<file path="config.mk">
export PLATFORM = sky130hd
export DESIGN_NAME = buart_fifo_gen
export DESIGN_NICKNAME = d
export VERILOG_FILES = /design/src/rtl/buart_pkg.sv /design/src/rtl/buart_sfifo.sv /design/src/rtl/buart_fifo_gen.sv
export SDC_FILE = /design/constraint.sdc
export NUM_CORES = 1
export LEC_CHECK = 0
export ABC_AREA = 0
export BUFFER_PORTS_ARGS = -buffer_cell sky130_fd_sc_hd__buf_2
export CAP_MARGIN = 10
export CORE_MARGIN = 2
export CORE_UTILIZATION = 61
export DETAILED_ROUTE_END_ITERATION = 6
export GPL_TIMING_DRIVEN = 0
export PLACE_DENSITY = 0.79
export SLEW_MARGIN = 10
export SYNTH_ARGS = -nofsm -noshare
export SYNTH_HDL_FRONTEND = slang
export SYNTH_SLANG_ARGS = --single-unit
</file>
<file path="constraint.sdc">
create_clock -name clk -period 2.9 [get_ports clk]
set_clock_uncertainty 0.2 [all_clocks]
set_input_delay 0.435 -clock clk [delete_from_list [all_inputs] [get_ports clk]]
set_output_delay 0.435 -clock clk [all_outputs]
set_load 0.02 [all_outputs]
</file>
<file path="src/rtl/buart_pkg.sv">
// Shared constants, FSM state types and parity helper for the FIFO-buffered byte UART.
package buart_pkg;

    localparam int unsigned PARITY_NONE = 0;
    localparam int unsigned PARITY_EVEN = 1;
    localparam int unsigned PARITY_ODD  = 2;

    localparam int unsigned ERR_FRAME = 0;
    localparam int unsigned ERR_PAR   = 1;
    localparam int unsigned ERR_OVR   = 2;
    localparam int unsigned ERR_W     = 3;

    typedef enum logic [2:0] {
        RX_IDLE,
        RX_START,
        RX_DATA,
        RX_PAR,
        RX_STOP
    } rx_state_e;

    typedef enum logic {
        TX_IDLE,
        TX_SHIFT
    } tx_state_e;

    // Parity bit that makes data+parity even (or odd) weight.
    function automatic logic parity_bit(input logic [7:0] d, input int unsigned mode);
        return (mode == PARITY_ODD) ? ~(^d) : (^d);
    endfunction

endpackage

</file>
<file path="src/rtl/buart_sfifo.sv">
// Synchronous first-word-fall-through FIFO with wrap-bit pointers; storage is not reset.
module buart_sfifo
    import buart_pkg::*;
#(
    parameter int unsigned W  = 8,
    parameter int unsigned AW = 3
) (
    input  logic         clk,
    input  logic         resetq,
    input  logic         push,
    input  logic         pop,
    input  logic [W-1:0] din,
    output logic [W-1:0] dout,
    output logic         empty,
    output logic         full
);

    localparam int unsigned DEPTH = 1 << AW;

    logic [W-1:0] mem [DEPTH];
    logic [AW:0]  wptr;
    logic [AW:0]  rptr;

    always_ff @(posedge clk) begin
        if (push) begin
            mem[wptr[AW-1:0]] <= din;
        end
    end

    always_ff @(posedge clk or negedge resetq) begin
        if (!resetq) begin
            wptr <= '0;
            rptr <= '0;
        end else begin
            if (push) wptr <= wptr + (AW+1)'(1);
            if (pop)  rptr <= rptr + (AW+1)'(1);
        end
    end

    assign dout  = mem[rptr[AW-1:0]];
    assign empty = (wptr == rptr);
    assign full  = (wptr[AW] != rptr[AW]) && (wptr[AW-1:0] == rptr[AW-1:0]);

endmodule

</file>
<file path="src/rtl/buart_fifo_gen.sv">
// Byte UART with RX/TX FIFOs, optional parity, false-start rejection and sticky error flags.
module buart_fifo_gen
    import buart_pkg::*;
#(
    parameter int unsigned FREQ_MHZ = 12,
    parameter int unsigned BAUDS    = 115200,
    parameter int unsigned RX_AW    = 3,
    parameter int unsigned TX_AW    = 3,
    parameter int unsigned PARITY   = 0
) (
    input  logic             clk,
    input  logic             resetq,
    input  logic             rx,
    output logic             tx,
    input  logic             wr,
    input  logic [7:0]       tx_data,
    input  logic             rd,
    output logic [7:0]       rx_data,
    output logic             valid,
    output logic             busy,
    output logic             tx_idle,
    input  logic             clr_err,
    output logic [ERR_W-1:0] err
);

    localparam int unsigned DIV  = (FREQ_MHZ * 1000000) / BAUDS;
    localparam int unsigned HALF = DIV / 2;
    localparam int unsigned CW   = $clog2(DIV);
    localparam int unsigned NB   = (PARITY == PARITY_NONE) ? 10 : 11;

    logic rx_m, rx_s;

    rx_state_e        rx_state_q, rx_state_d;
    logic [CW-1:0]    rx_cnt_q, rx_cnt_d;
    logic [2:0]       rx_bit_q, rx_bit_d;
    logic [7:0]       rx_shr_q, rx_shr_d;
    logic             rx_par_q, rx_par_d;
    logic             rx_half, rx_full_tick, rx_par_ok;
    logic             rx_push, rx_pop, rx_empty, rx_full;
    logic [ERR_W-1:0] err_set, err_q;

    tx_state_e        tx_state_q, tx_state_d;
    logic [CW-1:0]    tx_cnt_q, tx_cnt_d;
    logic [3:0]       tx_bit_q, tx_bit_d;
    logic [10:0]      tx_frm_q, tx_frm_d;
    logic [10:0]      tx_load;
    logic [7:0]       tx_head;
    logic             tx_end_bit, tx_end_frm;
    logic             tx_push, tx_pop, tx_empty, tx_full;

    // Two-flop synchroniser, idles high so reset does not look like a start bit.
    always_ff @(posedge clk or negedge resetq) begin
        if (!resetq) begin
            rx_m <= 1'b1;
            rx_s <= 1'b1;
        end else begin
            rx_m <= rx;
            rx_s <= rx_m;
        end
    end

    always_ff @(posedge clk or negedge resetq) begin
        if (!resetq) begin
            rx_state_q <= RX_IDLE;
            rx_cnt_q   <= '0;
            rx_bit_q   <= '0;
            rx_shr_q   <= '0;
            rx_par_q   <= 1'b0;
        end else begin
            rx_state_q <= rx_state_d;
            rx_cnt_q   <= rx_cnt_d;
            rx_bit_q   <= rx_bit_d;
            rx_shr_q   <= rx_shr_d;
            rx_par_q   <= rx_par_d;
        end
    end

    assign rx_half      = (rx_cnt_q == CW'(HALF - 1));
    assign rx_full_tick = (rx_cnt_q == CW'(DIV - 1));
    assign rx_par_ok    = (PARITY == PARITY_NONE) || (rx_par_q == parity_bit(rx_shr_q, PARITY));

    always_comb begin
        rx_state_d = rx_state_q;
        rx_cnt_d   = rx_cnt_q + CW'(1);
        rx_bit_d   = rx_bit_q;
        rx_shr_d   = rx_shr_q;
        rx_par_d   = rx_par_q;
        unique case (rx_state_q)
            RX_IDLE: begin
                rx_cnt_d = '0;
                rx_bit_d = '0;
                if (!rx_s) rx_state_d = RX_START;
            end
            RX_START: begin
                // A start bit that is high again at mid-bit is a glitch.
                if (rx_half) begin
                    rx_cnt_d   = '0;
                    rx_state_d = rx_s ? RX_IDLE : RX_DATA;
                end
            end
            RX_DATA: begin
                if (rx_full_tick) begin
                    rx_cnt_d = '0;
                    rx_shr_d = {rx_s, rx_shr_q[7:1]};
                    rx_bit_d = rx_bit_q + 3'd1;
                    if (rx_bit_q == 3'd7) begin
                        rx_state_d = (PARITY != PARITY_NONE) ? RX_PAR : RX_STOP;
                    end
                end
            end
            RX_PAR: begin
                if (rx_full_tick) begin
                    rx_cnt_d   = '0;
                    rx_par_d   = rx_s;
                    rx_state_d = RX_STOP;
                end
            end
            RX_STOP: begin
                if (rx_full_tick) begin
                    rx_cnt_d   = '0;
                    rx_state_d = RX_IDLE;
                end
            end
            default: rx_state_d = RX_IDLE;
        endcase
    end

    // Stop-bit verdict: frame beats parity beats overrun; only a clean byte is pushed.
    always_comb begin
        rx_push = 1'b0;
        err_set = '0;
        if ((rx_state_q == RX_STOP) && rx_full_tick) begin
            if (!rx_s)                 err_set[ERR_FRAME] = 1'b1;
            else if (!rx_par_ok)       err_set[ERR_PAR]   = 1'b1;
            else if (rx_full && !rd)   err_set[ERR_OVR]   = 1'b1;
            else                       rx_push            = 1'b1;
        end
    end

    assign rx_pop = rd && !rx_empty;

    always_ff @(posedge clk or negedge resetq) begin
        if (!resetq) begin
            err_q <= '0;
        end else begin
            err_q <= (clr_err ? '0 : err_q) | err_set;
        end
    end

    buart_sfifo #(.W(8), .AW(RX_AW)) u_rx_fifo (
        .clk    (clk),
        .resetq (resetq),
        .push   (rx_push),
        .pop    (rx_pop),
        .din    (rx_shr_q),
        .dout   (rx_data),
        .empty  (rx_empty),
        .full   (rx_full)
    );

    assign tx_push = wr && !tx_full;

    buart_sfifo #(.W(8), .AW(TX_AW)) u_tx_fifo (
        .clk    (clk),
        .resetq (resetq),
        .push   (tx_push),
        .pop    (tx_pop),
        .din    (tx_data),
        .dout   (tx_head),
        .empty  (tx_empty),
        .full   (tx_full)
    );

    always_ff @(posedge clk or negedge resetq) begin
        if (!resetq) begin
            tx_state_q <= TX_IDLE;
            tx_cnt_q   <= '0;
            tx_bit_q   <= '0;
            tx_frm_q   <= '1;
        end else begin
            tx_state_q <= tx_state_d;
            tx_cnt_q   <= tx_cnt_d;
            tx_bit_q   <= tx_bit_d;
            tx_frm_q   <= tx_frm_d;
        end
    end

    assign tx_load    = {1'b1, (PARITY == PARITY_NONE) ? 1'b1 : parity_bit(tx_head, PARITY),
                         tx_head, 1'b0};
    assign tx_end_bit = (tx_cnt_q == CW'(DIV - 1));
    assign tx_end_frm = tx_end_bit && (tx_bit_q == 4'(NB - 1));

    // Pop when idle, or at the end of a stop bit so queued frames follow with no gap.
    always_comb begin
        tx_pop = 1'b0;
        if (!tx_empty) begin
            if (tx_state_q == TX_IDLE)                    tx_pop = 1'b1;
            else if ((tx_state_q == TX_SHIFT) && tx_end_frm) tx_pop = 1'b1;
        end
    end

    always_comb begin
        tx_state_d = tx_state_q;
        tx_cnt_d   = tx_cnt_q + CW'(1);
        tx_bit_d   = tx_bit_q;
        tx_frm_d   = tx_frm_q;
        unique case (tx_state_q)
            TX_IDLE: begin
                tx_cnt_d = '0;
                tx_bit_d = '0;
                if (tx_pop) begin
                    tx_frm_d   = tx_load;
                    tx_state_d = TX_SHIFT;
                end
            end
            TX_SHIFT: begin
                if (tx_end_bit) begin
                    tx_cnt_d = '0;
                    tx_bit_d = tx_bit_q + 4'd1;
                    tx_frm_d = {1'b1, tx_frm_q[10:1]};
                    if (tx_end_frm) begin
                        tx_bit_d = '0;
                        if (tx_pop) tx_frm_d   = tx_load;
                        else        tx_state_d = TX_IDLE;
                    end
                end
            end
            default: tx_state_d = TX_IDLE;
        endcase
    end

    assign tx      = tx_frm_q[0];
    assign tx_idle = (tx_state_q == TX_IDLE) && tx_empty;
    assign busy    = tx_full;
    assign valid   = !rx_empty;
    assign err     = err_q;

endmodule

</file>
# Word level (Yosys, flattened, before mapping)
# Memory sizes are Yosys's and may differ from the RTL's.
# Cells that the tools add are included.
# totals
ff_bits	65
out_inout_bits	15
input_bits	14
n_memories	2
elab_cells	111
ramBits	128
# memory_table
name	words	width	rd	rd_clocked_by_memory_dff	write_ports	line	rtl
u_rx_fifo.mem	8	8	1	0	1	buart_sfifo.sv:20	logic [W-1:0] mem [DEPTH];
u_tx_fifo.mem	8	8	1	0	1	buart_sfifo.sv:20	
# classes
bitwise	2
muxes	42
n_eq_ne	23
reduce_logical	19
n_addsub	8
# op_table
op	n
2-to-1 mux 3 bit	9
2-to-1 mux 11 bit	2
one-hot mux 11 bit (2 select lines)	1
2-to-1 mux 7 bit	3
one-hot mux 7 bit (3 select lines)	1
adder 4 x 1 -> 4 bit, second input constant	5
2-to-1 mux 10 bit	2
2-to-1 mux 1 bit	15
one-hot mux 3 bit (5 select lines)	1
adder 7 x 1 -> 7 bit, second input constant	2
equality test 7 bit, second input constant	2
inequality test 2 bit, second input constant	7
one-hot mux 7 bit (2 select lines)	1
logical AND 1 bit	9
equality test 4 bit	2
2-to-1 mux 4 bit	2
one-hot mux 4 bit (2 select lines)	1
equality test 7 x 6 -> 1 bit, second input constant	1
equality test 3 x 2 -> 1 bit, second input constant	2
equality test 3 bit	2
equality test 3 bit, second input constant	2
one-hot mux 3 bit (2 select lines)	1
AND reduction 2 bit	3
AND reduction 6 bit	1
other kinds (13)	17

# Logic depth before layout (Yosys ltp)
# logic_depth
word_depth	10
ltp_mapped	7
ltp_nobuf	6

# Cells and area by module
# A second synthesis with hierarchy kept.
# unflattened
hier_cells	502
hier_area_um2	8227.9
# by_module_without_submodules
module	area_each_um2	instances	cells_per_inst	seq_area_each_um2
buart_sfifo	2915.3	2	136	2122.0
buart_fifo_gen	2397.3	1	230	1164.9

# Worst setup path before layout
# Ideal clock, no wire load.
# synth_path
path_kind	register to register
startpoint	register rx_cnt_q[0]
endpoint	memory u_rx_fifo.mem[0][0], enable pin
t_arrival_ns	2.013
required_time_ns	2.317
stages_incl_launch_ff	6
period_less_slack_ns	2.596
n_path_buf	0
setup_ns	0.383
slack_ns	0.304
cell_sequence	dfrtp_1 > ha_1 > nand3b_1 > nor3_1 > o211ai_1 > nor3_1
# synth_between
elab_chain_len	5
# synth_lines
element	line	rtl
start: declaration	buart_fifo_gen.sv:34	logic [CW-1:0] rx_cnt_q, rx_cnt_d;
start signal: assignment	buart_fifo_gen.sv:71	rx_cnt_q <= rx_cnt_d;
equality test 7 bit	buart_fifo_gen.sv:79	assign rx_full_tick = (rx_cnt_q == CW'(DIV - 1));
logical AND 1 bit	buart_fifo_gen.sv:132	if ((rx_state_q == RX_STOP) && rx_full_tick) begin
2-to-1 mux 1 bit	buart_fifo_gen.sv:132	
2-to-1 mux 1 bit	buart_sfifo.sv:25	if (push) begin
2-to-1 mux 1 bit (not written as such)	buart_sfifo.sv:26	mem[wptr[AW-1:0]] <= din;
end: declaration	buart_sfifo.sv:20	
# Every way passes these cells.

# Worst setup path in the final report
# layout_path
startpoint	register rx_cnt_q[0]
endpoint	memory u_rx_fifo.mem[3][1], enable pin
# Same word-level chain as after synthesis.

==> flow_summary.yaml <==
placed_design:
  io_buffers: 27
  finalWeightedCongestion: 0.779
  placed_cell_area_um2: 8340
  dp.cells: 678
  dp_hpwl_mm: 8.85
  dp_slack_ps: -410
layout:
  fillCellCount: 776
  nets: 551
  fin_area_um2: 9050
  multi_input_area_um2: 2430
  final_util_pct: 71.4
  antenna_cells: 0
  syn2layout_area_growth_pct: 13.7
  final_cells: 711
  area.sequential_um2: 5410
  drive_gt1_share_pct: 29.5
global_routing:
  antenna_found_initial: 0
  grt_pass1_vias: 4359
  track_usage_pct: 22.0
  grt-ovfl-total: 0
  grt_pass1_wl_mm: 23.2
  grt_max_degree: 63
setup_path:
  cp_max_fo: 8
  end_kind: "flip-flop"
  ff2ff_setup_slack_ps: 90
  worstReg2RegEnd: "u_rx_fifo.mem[3][1]$_DFFE_PP_"
  critPathLaunchType: "flip-flop"
  r2r-start: "rx_cnt_q[0]$_DFF_PN0_"
  crit_path_max_incr_delay_ps: 690
  critPathArrivalTime_ps: 2660
  slowest_stage: "nor2_1"
  ff2ff_path_depth: 5
  critical_path.cell_chain: "ha_1, nand3b_1, nor3_2, o211ai_1, nor2_1"
  crit_type: "reg -> reg"
  required_ps: 2750
logic_synthesis:
  async_reset_ff_share_pct: 32.6
  synthFlopType: "edfxtp_1"
  synth_area_leaders: "edfxtp_1 (48%), dfrtp_1 (16%), mux4_2 (9.1%)"
  synth.avg_cell_area_um2: 16.6
  yosysMostFrequentCell: "edfxtp_1"
  ys_ff_latch: 190
  syn_inst: 478
  synth_common_cells: "edfxtp_1 (128), dfrtp_1 (51), mux4_2 (32)"
  syn_area_um2: 7960
  synth_edf_count: 128
  syn_nets: 502
  synth_largest_type_area_fraction_pct: 48.3
  yosysUniqueCellTypes: 60
  synth_warnings: 0
  ys_seq_area_share_pct: 68.0
  synth_largest_area_cell: "edfxtp_1"
power_and_ir_drop:
  power_leakage_uw: 0.00357
  powerDensity_nw_per_um2: 725
  irDropWorstVdd_v: 0.000517
  finalPower_uw: 6560
clock_tree:
  cts_root_buffer: "clkbuf_16"
  clkTransAtPathRegs_ps: 70
  cts_buffers: 17
  clock_sinks: 190
  h-tree-depth: 4
  insertion_delay_ps: 430
  cts_tree: "yes"
  clockBufferDepth: 2
timing:
  hold_viol_final: 0
  timing.final.ws_setup_ps: 92.0
  relSlewSlack_pct: 38.0
  maxSlewViolCount: 0
  clock.fmax_mhz: 356
  setup_viol: 0
  fin_crit_ps: 2810
  tightest_slew_ps: 927
  fin_crit_sh_pct: 96.8
  rsz0062_at_grt: "yes"
drt:
  post_drt_wl_per_cell_um: 19.6
  dr_wl_met3_um: 447
  wl_met2_mm: 7.34
  routedLengthMet1_mm: 5.94
  drc: 0
  wl_mm: 14.0
  viasPerCell: 5.89
  firstDrtPassIters: 4
  top_layer: "met4"
  drtAntennaViolNets: 0
  vias: 4185
  dr.first_iter.drc_count: 236
hold_path:
  hold_depth: 1
  holdPathEnd: "u_tx_fifo.mem[1][1]$_DFFE_PP_"
  hold_path.class: "in -> reg"
  min-delay-start: "tx_data[1]"
outcome:
  outcome: "complete, no violations"
die:
  die_h_um: 118
  die_x_um: 118
  initial_core_util_pct: 62.8
  die_area_um2: 14000
  ios: 29
  rows: 41
  core_area_um2: 12700
job:
  drv_cap: 0
==> per-layer routing <==
layer | vias up | GRT usage [%]
met1 | 2138 | 28.5
met2 | 87 | 37.0
met3 | 22 | 4.73
met5 | - | 0
met4 | 0 | 7.98
li1 | 1938 | -
==> metrics by stage <==
stage                     hold slack [ps]  setup TNS (ps)
after floorplan                     -60.6               0
after global placement                147           -9960
after detailed placement              153           -8550
after CTS                            56.6               0
after global routing                 76.7           -2500
final                                68.6               0
==> area by class of cell <==
cell class	instances	area share (%)
timing repair buffer	31	1.98
inverter	13	0.539
tap	172	2.38
clock inverter	12	2.31
multi-input combinational	253	26.9
buffer	21	1.34
clock buffer	19	4.78
sequential	190	59.8
==> worst max path at each step <==
| stage | startpoint | cells past startpoint | slack [ps] | to |
|---|---|---|---|---|
| after CTS | u_rx_fifo.rptr[0]$_DFFE_PN0P_ | 5 | 7 | rx_data[6] |
| final | rx_cnt_q[0]$_DFF_PN0_ | 5 | 90 | u_rx_fifo.mem[3][1]$_DFFE_PP_ |
| after detailed placement | rx_cnt_q[0]$_DFF_PN0_ | 5 | -410 | u_rx_fifo.mem[0][1]$_DFFE_PP_ |
| after floorplan | rx_cnt_q[0]$_DFF_PN0_ | 5 | 300 | u_rx_fifo.mem[0][0]$_DFFE_PP_ |
| after global routing | rx_cnt_q[0]$_DFF_PN0_ | 5 | -110 | u_rx_fifo.mem[5][7]$_DFFE_PP_ |
| after global placement | rx_cnt_q[0]$_DFF_PN0_ | 5 | -380 | u_rx_fifo.mem[1][1]$_DFFE_PP_ |
==> registers in the layout, indices dropped and copies added (netlist names), 2 cells and up <==
register	cells
rx_cnt_q	7
tx_frm_q	9
u_tx_fifo.rptr	4
rx_state_q	3
u_rx_fifo.rptr	4
tx_cnt_q	7
rx_shr_q	8
rx_bit_q	3
u_rx_fifo.mem	64
u_rx_fifo.wptr	4
u_tx_fifo.mem	64
err	2
tx_bit_q	4
u_tx_fifo.wptr	4
==> logic make-up after synthesis <==
logic type      Yosys count  share of synthesized area (%)
compound gates           46                           4.61
fa+ha+maj                10                           1.57
other cells               1                         0.0471
simple gates            104                           7.26
flops                   190                           68.0
xor+xnor                 30                           3.30
buf+inv                  35                           2.08
mux                      62                           13.2
==> cells in the final DEF (no fill, tap or decap), types with 3 or more instances in the layout <==
master | netlist | final
ha_1 | 10 | 10
nand2b_1 | 6 | 6
mux2i_1 | 9 | 9
a21oi_1 | 5 | 5
mux2_2 | 20 | 20
xnor2_1 | 18 | 18
clkbuf_16 | 0 | 17
inv_1 | 13 | 13
o21ai_0 | 7 | 7
clkbuf_1 | 6 | 7
o211ai_1 | 4 | 4
nor3_1 | 16 | 10
a22o_1 | 6 | 6
and3_1 | 7 | 7
edfxtp_1 | 128 | 128
nor2_1 | 29 | 26
bufinv_16 | 0 | 5
xor2_1 | 12 | 12
or2_2 | 4 | 4
dfstp_2 | 11 | 11
buf_2 | 11 | 35
nor3b_1 | 3 | 3
mux4_2 | 32 | 32
nor3_2 | 1 | 6
a221o_1 | 7 | 7
buf_6 | 1 | 3
nand3_1 | 13 | 13
buf_4 | 3 | 4
nand2_1 | 8 | 8
dfrtp_1 | 51 | 51
dlygate4sd3_1 | 0 | 3
==> power breakdown <==
group	internal, uW	switching (uW)	leakage [uW]
clock	1540	974	0.000310
sequential	3220	151	0.00210
combinational	294	392	0.00115
total	5050	1520	0.00357
==> critical path: cells and delay by family, from the launching register on <==
| family | cells | cell delay [ps] |
|---|---|---|
| simple gates | 3 | 1350 |
| flops | 1 | 370 |
| compound gates | 1 | 260 |
| fa+ha+maj | 1 | 260 |
==> what timing repair did <==
| action | CTS | global route |
|---|---|---|
| setup buffers | 0 | 0 |
| endpoints found under the hold margin | 53 | 0 |
| gates resized for setup | 11 | 4 |
| setup endpoints to repair | 64 | 43 |
| hold buffers | 3 | 0 |
(Power assumes the default switching activity.)
